--- src/rtl/rv_pkg.sv ---
// Shared RV32I encoder definitions: instruction format codes, error codes,
// base opcodes and the signed-immediate range helper.
package rv_pkg;

  typedef enum logic [2:0] {
    FMT_R    = 3'd0,
    FMT_I    = 3'd1,
    FMT_S    = 3'd2,
    FMT_B    = 3'd3,
    FMT_U    = 3'd4,
    FMT_J    = 3'd5,
    FMT_BAD6 = 3'd6,
    FMT_BAD7 = 3'd7
  } fmt_e;

  typedef enum logic [1:0] {
    ERR_OK       = 2'd0,
    ERR_RANGE    = 2'd1,
    ERR_MISALIGN = 2'd2,
    ERR_FMT      = 2'd3
  } err_e;

  localparam logic [6:0] OP_LUI    = 7'h37;
  localparam logic [6:0] OP_JAL    = 7'h6F;
  localparam logic [6:0] OP_BRANCH = 7'h63;
  localparam logic [6:0] OP_STORE  = 7'h23;
  localparam logic [6:0] OP_IMM    = 7'h13;
  localparam logic [6:0] OP_REG    = 7'h33;

  // True when v is representable as a two's-complement value of 'bits' bits.
  function automatic logic fits_signed(input logic [31:0] v, input int unsigned bits);
    logic [31:0] hi;
    hi = 32'($signed(v) >>> (bits - 1));
    return (hi == '0) || (hi == '1);
  endfunction

endpackage

--- src/rtl/sync_fifo.sv ---
// Single-clock FIFO with synchronous flush; flush wins over push and pop.
module sync_fifo #(
  parameter int WIDTH = 34,
  parameter int DEPTH = 4
) (
  input  logic             clk,
  input  logic             reset_n,
  input  logic             flush,
  input  logic             push,
  input  logic             pop,
  input  logic [WIDTH-1:0] din,
  output logic [WIDTH-1:0] dout,
  output logic             full,
  output logic             empty
);

  localparam int AW = $clog2(DEPTH);
  localparam int PW = AW + 1;

  logic [WIDTH-1:0] mem [DEPTH];
  logic [PW-1:0]    wr_ptr;
  logic [PW-1:0]    rd_ptr;
  logic             do_push;
  logic             do_pop;

  // Extra pointer bit distinguishes full from empty when the indices match.
  assign empty   = (wr_ptr == rd_ptr);
  assign full    = (wr_ptr[AW] != rd_ptr[AW]) && (wr_ptr[AW-1:0] == rd_ptr[AW-1:0]);
  assign do_push = push && !full && !flush;
  assign do_pop  = pop && !empty && !flush;
  assign dout    = mem[rd_ptr[AW-1:0]];

  always_ff @(posedge clk or negedge reset_n) begin
    if (!reset_n) begin
      wr_ptr <= '0;
      rd_ptr <= '0;
    end else if (flush) begin
      wr_ptr <= '0;
      rd_ptr <= '0;
    end else begin
      if (do_push) wr_ptr <= wr_ptr + PW'(1);
      if (do_pop)  rd_ptr <= rd_ptr + PW'(1);
    end
  end

  always_ff @(posedge clk or negedge reset_n) begin
    if (!reset_n) begin
      for (int i = 0; i < DEPTH; i++) mem[i] <= '0;
    end else if (do_push) begin
      mem[wr_ptr[AW-1:0]] <= din;
    end
  end

endmodule

--- src/rtl/instr_encoder.sv ---
// Streaming RV32I instruction encoder: packs field-level requests into
// 32-bit words, range-checks the immediate and queues {err, instr}.
module instr_encoder
  import rv_pkg::*;
#(
  parameter int DEPTH = 4,
  parameter int CNT_W = 16
) (
  input  logic             clk,
  input  logic             reset_n,
  input  logic             flush,
  input  logic             req_valid,
  output logic             req_ready,
  input  logic [2:0]       req_fmt,
  input  logic [6:0]       req_opcode,
  input  logic [4:0]       req_rd,
  input  logic [4:0]       req_rs1,
  input  logic [4:0]       req_rs2,
  input  logic [2:0]       req_funct3,
  input  logic [6:0]       req_funct7,
  input  logic [31:0]      req_imm,
  output logic             out_valid,
  input  logic             out_ready,
  output logic [31:0]      out_instr,
  output logic [1:0]       out_err,
  output logic [CNT_W-1:0] enc_count,
  output logic [CNT_W-1:0] err_count
);

  fmt_e        fmt;
  logic [31:0] word;
  err_e        err;
  logic        accept;
  logic        fifo_full;
  logic        fifo_empty;
  logic [33:0] fifo_dout;

  assign fmt       = fmt_e'(req_fmt);
  assign req_ready = !fifo_full && !flush;
  assign accept    = req_valid && req_ready;

  // The word is always built from the truncated immediate; err only flags it.
  always_comb begin
    word = '0;
    err  = ERR_OK;
    case (fmt)
      FMT_R: word = {req_funct7, req_rs2, req_rs1, req_funct3, req_rd, req_opcode};
      FMT_I: begin
        word = {req_imm[11:0], req_rs1, req_funct3, req_rd, req_opcode};
        if (!fits_signed(req_imm, 12)) err = ERR_RANGE;
      end
      FMT_S: begin
        word = {req_imm[11:5], req_rs2, req_rs1, req_funct3, req_imm[4:0], req_opcode};
        if (!fits_signed(req_imm, 12)) err = ERR_RANGE;
      end
      FMT_B: begin
        word = {req_imm[12], req_imm[10:5], req_rs2, req_rs1, req_funct3,
                req_imm[4:1], req_imm[11], req_opcode};
        if (req_imm[0])                   err = ERR_MISALIGN;
        else if (!fits_signed(req_imm, 13)) err = ERR_RANGE;
      end
      FMT_U: begin
        word = {req_imm[31:12], req_rd, req_opcode};
        if (req_imm[11:0] != '0) err = ERR_RANGE;
      end
      FMT_J: begin
        word = {req_imm[20], req_imm[10:1], req_imm[11], req_imm[19:12], req_rd, req_opcode};
        if (req_imm[0])                   err = ERR_MISALIGN;
        else if (!fits_signed(req_imm, 21)) err = ERR_RANGE;
      end
      default: begin
        word = '0;
        err  = ERR_FMT;
      end
    endcase
  end

  sync_fifo #(
    .WIDTH(34),
    .DEPTH(DEPTH)
  ) u_fifo (
    .clk    (clk),
    .reset_n(reset_n),
    .flush  (flush),
    .push   (accept),
    .pop    (out_ready),
    .din    ({err, word}),
    .dout   (fifo_dout),
    .full   (fifo_full),
    .empty  (fifo_empty)
  );

  assign out_valid = !fifo_empty;
  assign out_instr = fifo_dout[31:0];
  assign out_err   = fifo_dout[33:32];

  // enc_count wraps; err_count sticks at all-ones. Flush leaves both alone.
  always_ff @(posedge clk or negedge reset_n) begin
    if (!reset_n) begin
      enc_count <= '0;
      err_count <= '0;
    end else if (accept) begin
      enc_count <= enc_count + CNT_W'(1);
      if (err != ERR_OK && err_count != '1) err_count <= err_count + CNT_W'(1);
    end
  end

endmodule

--- config.mk ---
export PLATFORM = sky130hd
export DESIGN_NAME = instr_encoder
export DESIGN_NICKNAME = d
export VERILOG_FILES = /design/src/rtl/rv_pkg.sv /design/src/rtl/sync_fifo.sv /design/src/rtl/instr_encoder.sv
export SDC_FILE = /design/constraint.sdc
export NUM_CORES = 1
export LEC_CHECK = 0
export CAP_MARGIN = 10
export CORE_MARGIN = 5
export CORE_UTILIZATION = 30
export DETAILED_ROUTE_END_ITERATION = 6
export PLACE_DENSITY = 0.58
export SLEW_MARGIN = 20
export SYNTH_ARGS = -nofsm -noshare
export SYNTH_HDL_FRONTEND = slang
export SYNTH_SLANG_ARGS = --single-unit
--- constraint.sdc ---
create_clock -name clk -period 2.9 [get_ports clk]
set_clock_uncertainty 0.15 [all_clocks]
set_input_delay 0.58 -clock clk [delete_from_list [all_inputs] [get_ports clk]]
set_output_delay 0.58 -clock clk [all_outputs]
set_load 0.03 [all_outputs]
==> impl_metrics.tcl <==
set metrics [dict create \
    drc 0 \
    drt_wl_total_mm 22.47 \
    p_int_mw 5.745 \
    worstMarginPinSlew_ps 650.2 \
    min_period_over_period_pct 95.68 \
    drive_gt1_share_pct 17.80 \
    wl_met3_microns 760 \
    synth_cell_types 45 \
    clock.fmax_mhz 360.4 \
    p_seq_share_pct 40.2 \
    rr_worst_depth 8 \
    post_drt_wl_per_cell_microns 17.11 \
    die_area_sq_um 30320 \
    synth_seq_cells 174 \
    avgSynthCellArea_sq_um 10.56 \
    rsz0062_at_grt "false" \
    clockPowerShare_pct 28.1 \
    synth_top_area_share_pct 53.89 \
    synth_edf_count 0 \
    num_antenna_cells 0 \
    fp.dieH_microns 174.1 \
    num_vias 6327 \
    grt_pass1_wl_mm 36.34 \
    cp_num_cells 9 \
    grt_max_degree 67 \
    synth.yosys.seq_area_share_pct 53.89 \
    gp_congestion 0.8067 \
    p_comb_share_pct 31.7 \
    clkTransAtPathRegs_ps 70 \
    wl_met1_mm 10.57 \
    yosys-top-cells-area "dfrtp_1, mux4_2, o21ai_0, nand2_1, xnor2_1" \
    layout.nets 1038 \
    grt.total_usage_pct 15.07 \
    io_pins 140 \
    yosysMostFrequentCell "dfrtp_1" \
    cts_made_buffers 17 \
    crit_path_end_kind "flip-flop" \
    cts_num_sinks 174 \
    power.switching_mw 2.850 \
    critPathSlowestCell "or4_1" \
    timing_worst_setup_path_type "input port to flip-flop" \
    power_per_cell_area_nw_per_um2 778.1 \
    place_ws_ps -330.6 \
    layout_min_cycle_time_ps 2775 \
    slew_headroom_pct 56.66 \
    setup_violations 0 \
    routed.top_layer "met4" \
    fin_ws_ps 125.3 \
    synth_top_area_cell "dfrtp_1" \
    ctsRootBufferMaster "clkbuf_16" \
    viasPerCell 4.819 \
    maxCapViolCount 0 \
    rows 60 \
    leakagePower_nw 4.929 \
    ys_warn_count 0 \
    drtPass1Iterations 4 \
    syn2layout_area_growth_pct 36.71 \
    critical_path_buf_inv_count 2 \
    slew_violations 0 \
    synth_nets 844 \
    ir_drop_uv 386.9 \
    route.met2.wl_mm 10.85 \
    status "finished clean" \
    clock_latency_ps 430 \
    path_delay_family "compound AO/OA/AOI/OAI gates" \
    crit_arrival_ps 2970 \
    syn_inst 765 \
    gr-total-overflow 0 \
    hold_path.class "input port to async pin" \
    async_reset_ff_share_pct 100.0 \
    crit_fanout 6 \
    whs_ps 19.00 \
    clockBufferDepth 2 \
    synth_ff_type "dfrtp_1" \
    dieWidth_microns 174.1 \
    place_hpwl_mm 16.46 \
    cts_tree "yes" \
    ant_nets 0 \
    htree_levels 4 \
    critical_path.cell_chain "clkdlybuf4s50_1, or4_1, o21ai_0, a221oi_1, a211o_1, o21a_2, buf_4, nand3_1, xnor2_1" \
    sw_frac_of_total_pct 33.16 \
    slowest_delay_ps 590 \
    mappedNetlistArea_sq_um 8080 \
    start_util_pct 30.23 \
    first_global_vias 6432 \
    antenna_found_initial 0 \
    start_kind "input port" \
    critPathRequiredTime_ps 3090 \
    synth_top_cells_by_count "dfrtp_1, nand2_1, o21ai_0, mux4_2, clkbuf_1" \
    numPortBuffers 139 \
    core_sq_um 26730 \
    finalHoldViolCount 0 \
    drt_iter0_markers 338 \
]
## metrics by stage
step                std cells  setup TNS [ps]  instance area [sq um]  total power [mW]  utilization (%)
floorplan                 765               0                   8080             5.135                -
global placement         1280           -4111                  10420             6.301            39.00
detailed placement       1280           -4674                  10420             6.369            39.00
CTS                      1313               0                  11040             8.719            41.30
global route             1313               0                  11050             9.106            41.33
finish                   1313               0                  11050             8.595            41.33
## cell usage in the layout (no fill, tap or decap), types with 16 or more instances in the layout
cell             count
dfrtp_1            172
nand2_1            165
o21ai_0            132
clkdlybuf4s50_1    102
buf_4               81
mux4_2              34
dlygate4sd2_1       27
xnor2_1             23
nor2_1              18
nand4_1             17
clkbuf_16           17
nor2b_1             16
## cells by family (layout without fill, tap and decap cells)
logic type	count (synthesis)	after routing	share of synthesized area (%)
simple gates	259	259	14.26
compound gates	182	182	12.23
flops	174	174	53.89
buf+inv	55	262	2.756
mux	53	53	11.99
xor+xnor	35	35	3.794
fa+ha+maj	7	7	1.084
## power groups by stage
stage	clock, mW	combinational [mW]	sequential (mW)
after CTS	2.47	2.78	3.46
after floorplan	0	1.60	3.53
after detailed placement	0	2.85	3.52
final	2.42	2.72	3.46
after global placement	0	2.81	3.49
after global routing	2.58	2.98	3.55
## flip-flops by register name, summed over array words and instances (netlist names)
register       count
err_count         16
u_fifo.wr_ptr      3
enc_count         16
u_fifo.rd_ptr      3
u_fifo.mem       136
## final timing paths
path / start / to / slack (ps)
max in group asynchronous: reset_n / u_fifo.mem[111] / 1870
max reg2reg: u_fifo.rd_ptr[0] / enc_count[15] / 380
min reg2reg: enc_count[15] / enc_count[15] / 320
min in group clk: enc_count[15] / enc_count[15] / 320
min: reset_n / u_fifo.mem[91] / 20
max: req_imm[14] / err_count[13] / 130
## cell type report
cell class              count  area [sq um]
inverters                   7         26.28
clock inverters             9         120.1
fillers                  2605         15680
multi-input cells         536          3515
repair buffers            223          2095
clock buffers              23         508.0
flip-flops and latches    174          4357
well taps                 341         426.7
## routing by layer
metal / vias to the layer above / track usage (%)
met5: - / 0
met3: 19 / 2.849
met1: 3116 / 20.84
met4: 0 / 4.190
met2: 105 / 24.37
li1: 3087 / -
## timing repair
action / in CTS / in global routing
setup endpoints to repair: 29 / 6
cloned: 0 / 0
hold buffers: 0 / 0
setup buffers: 1 / 0
gates resized for setup: 27 / 4
Power figures use the tool's default switching activity.
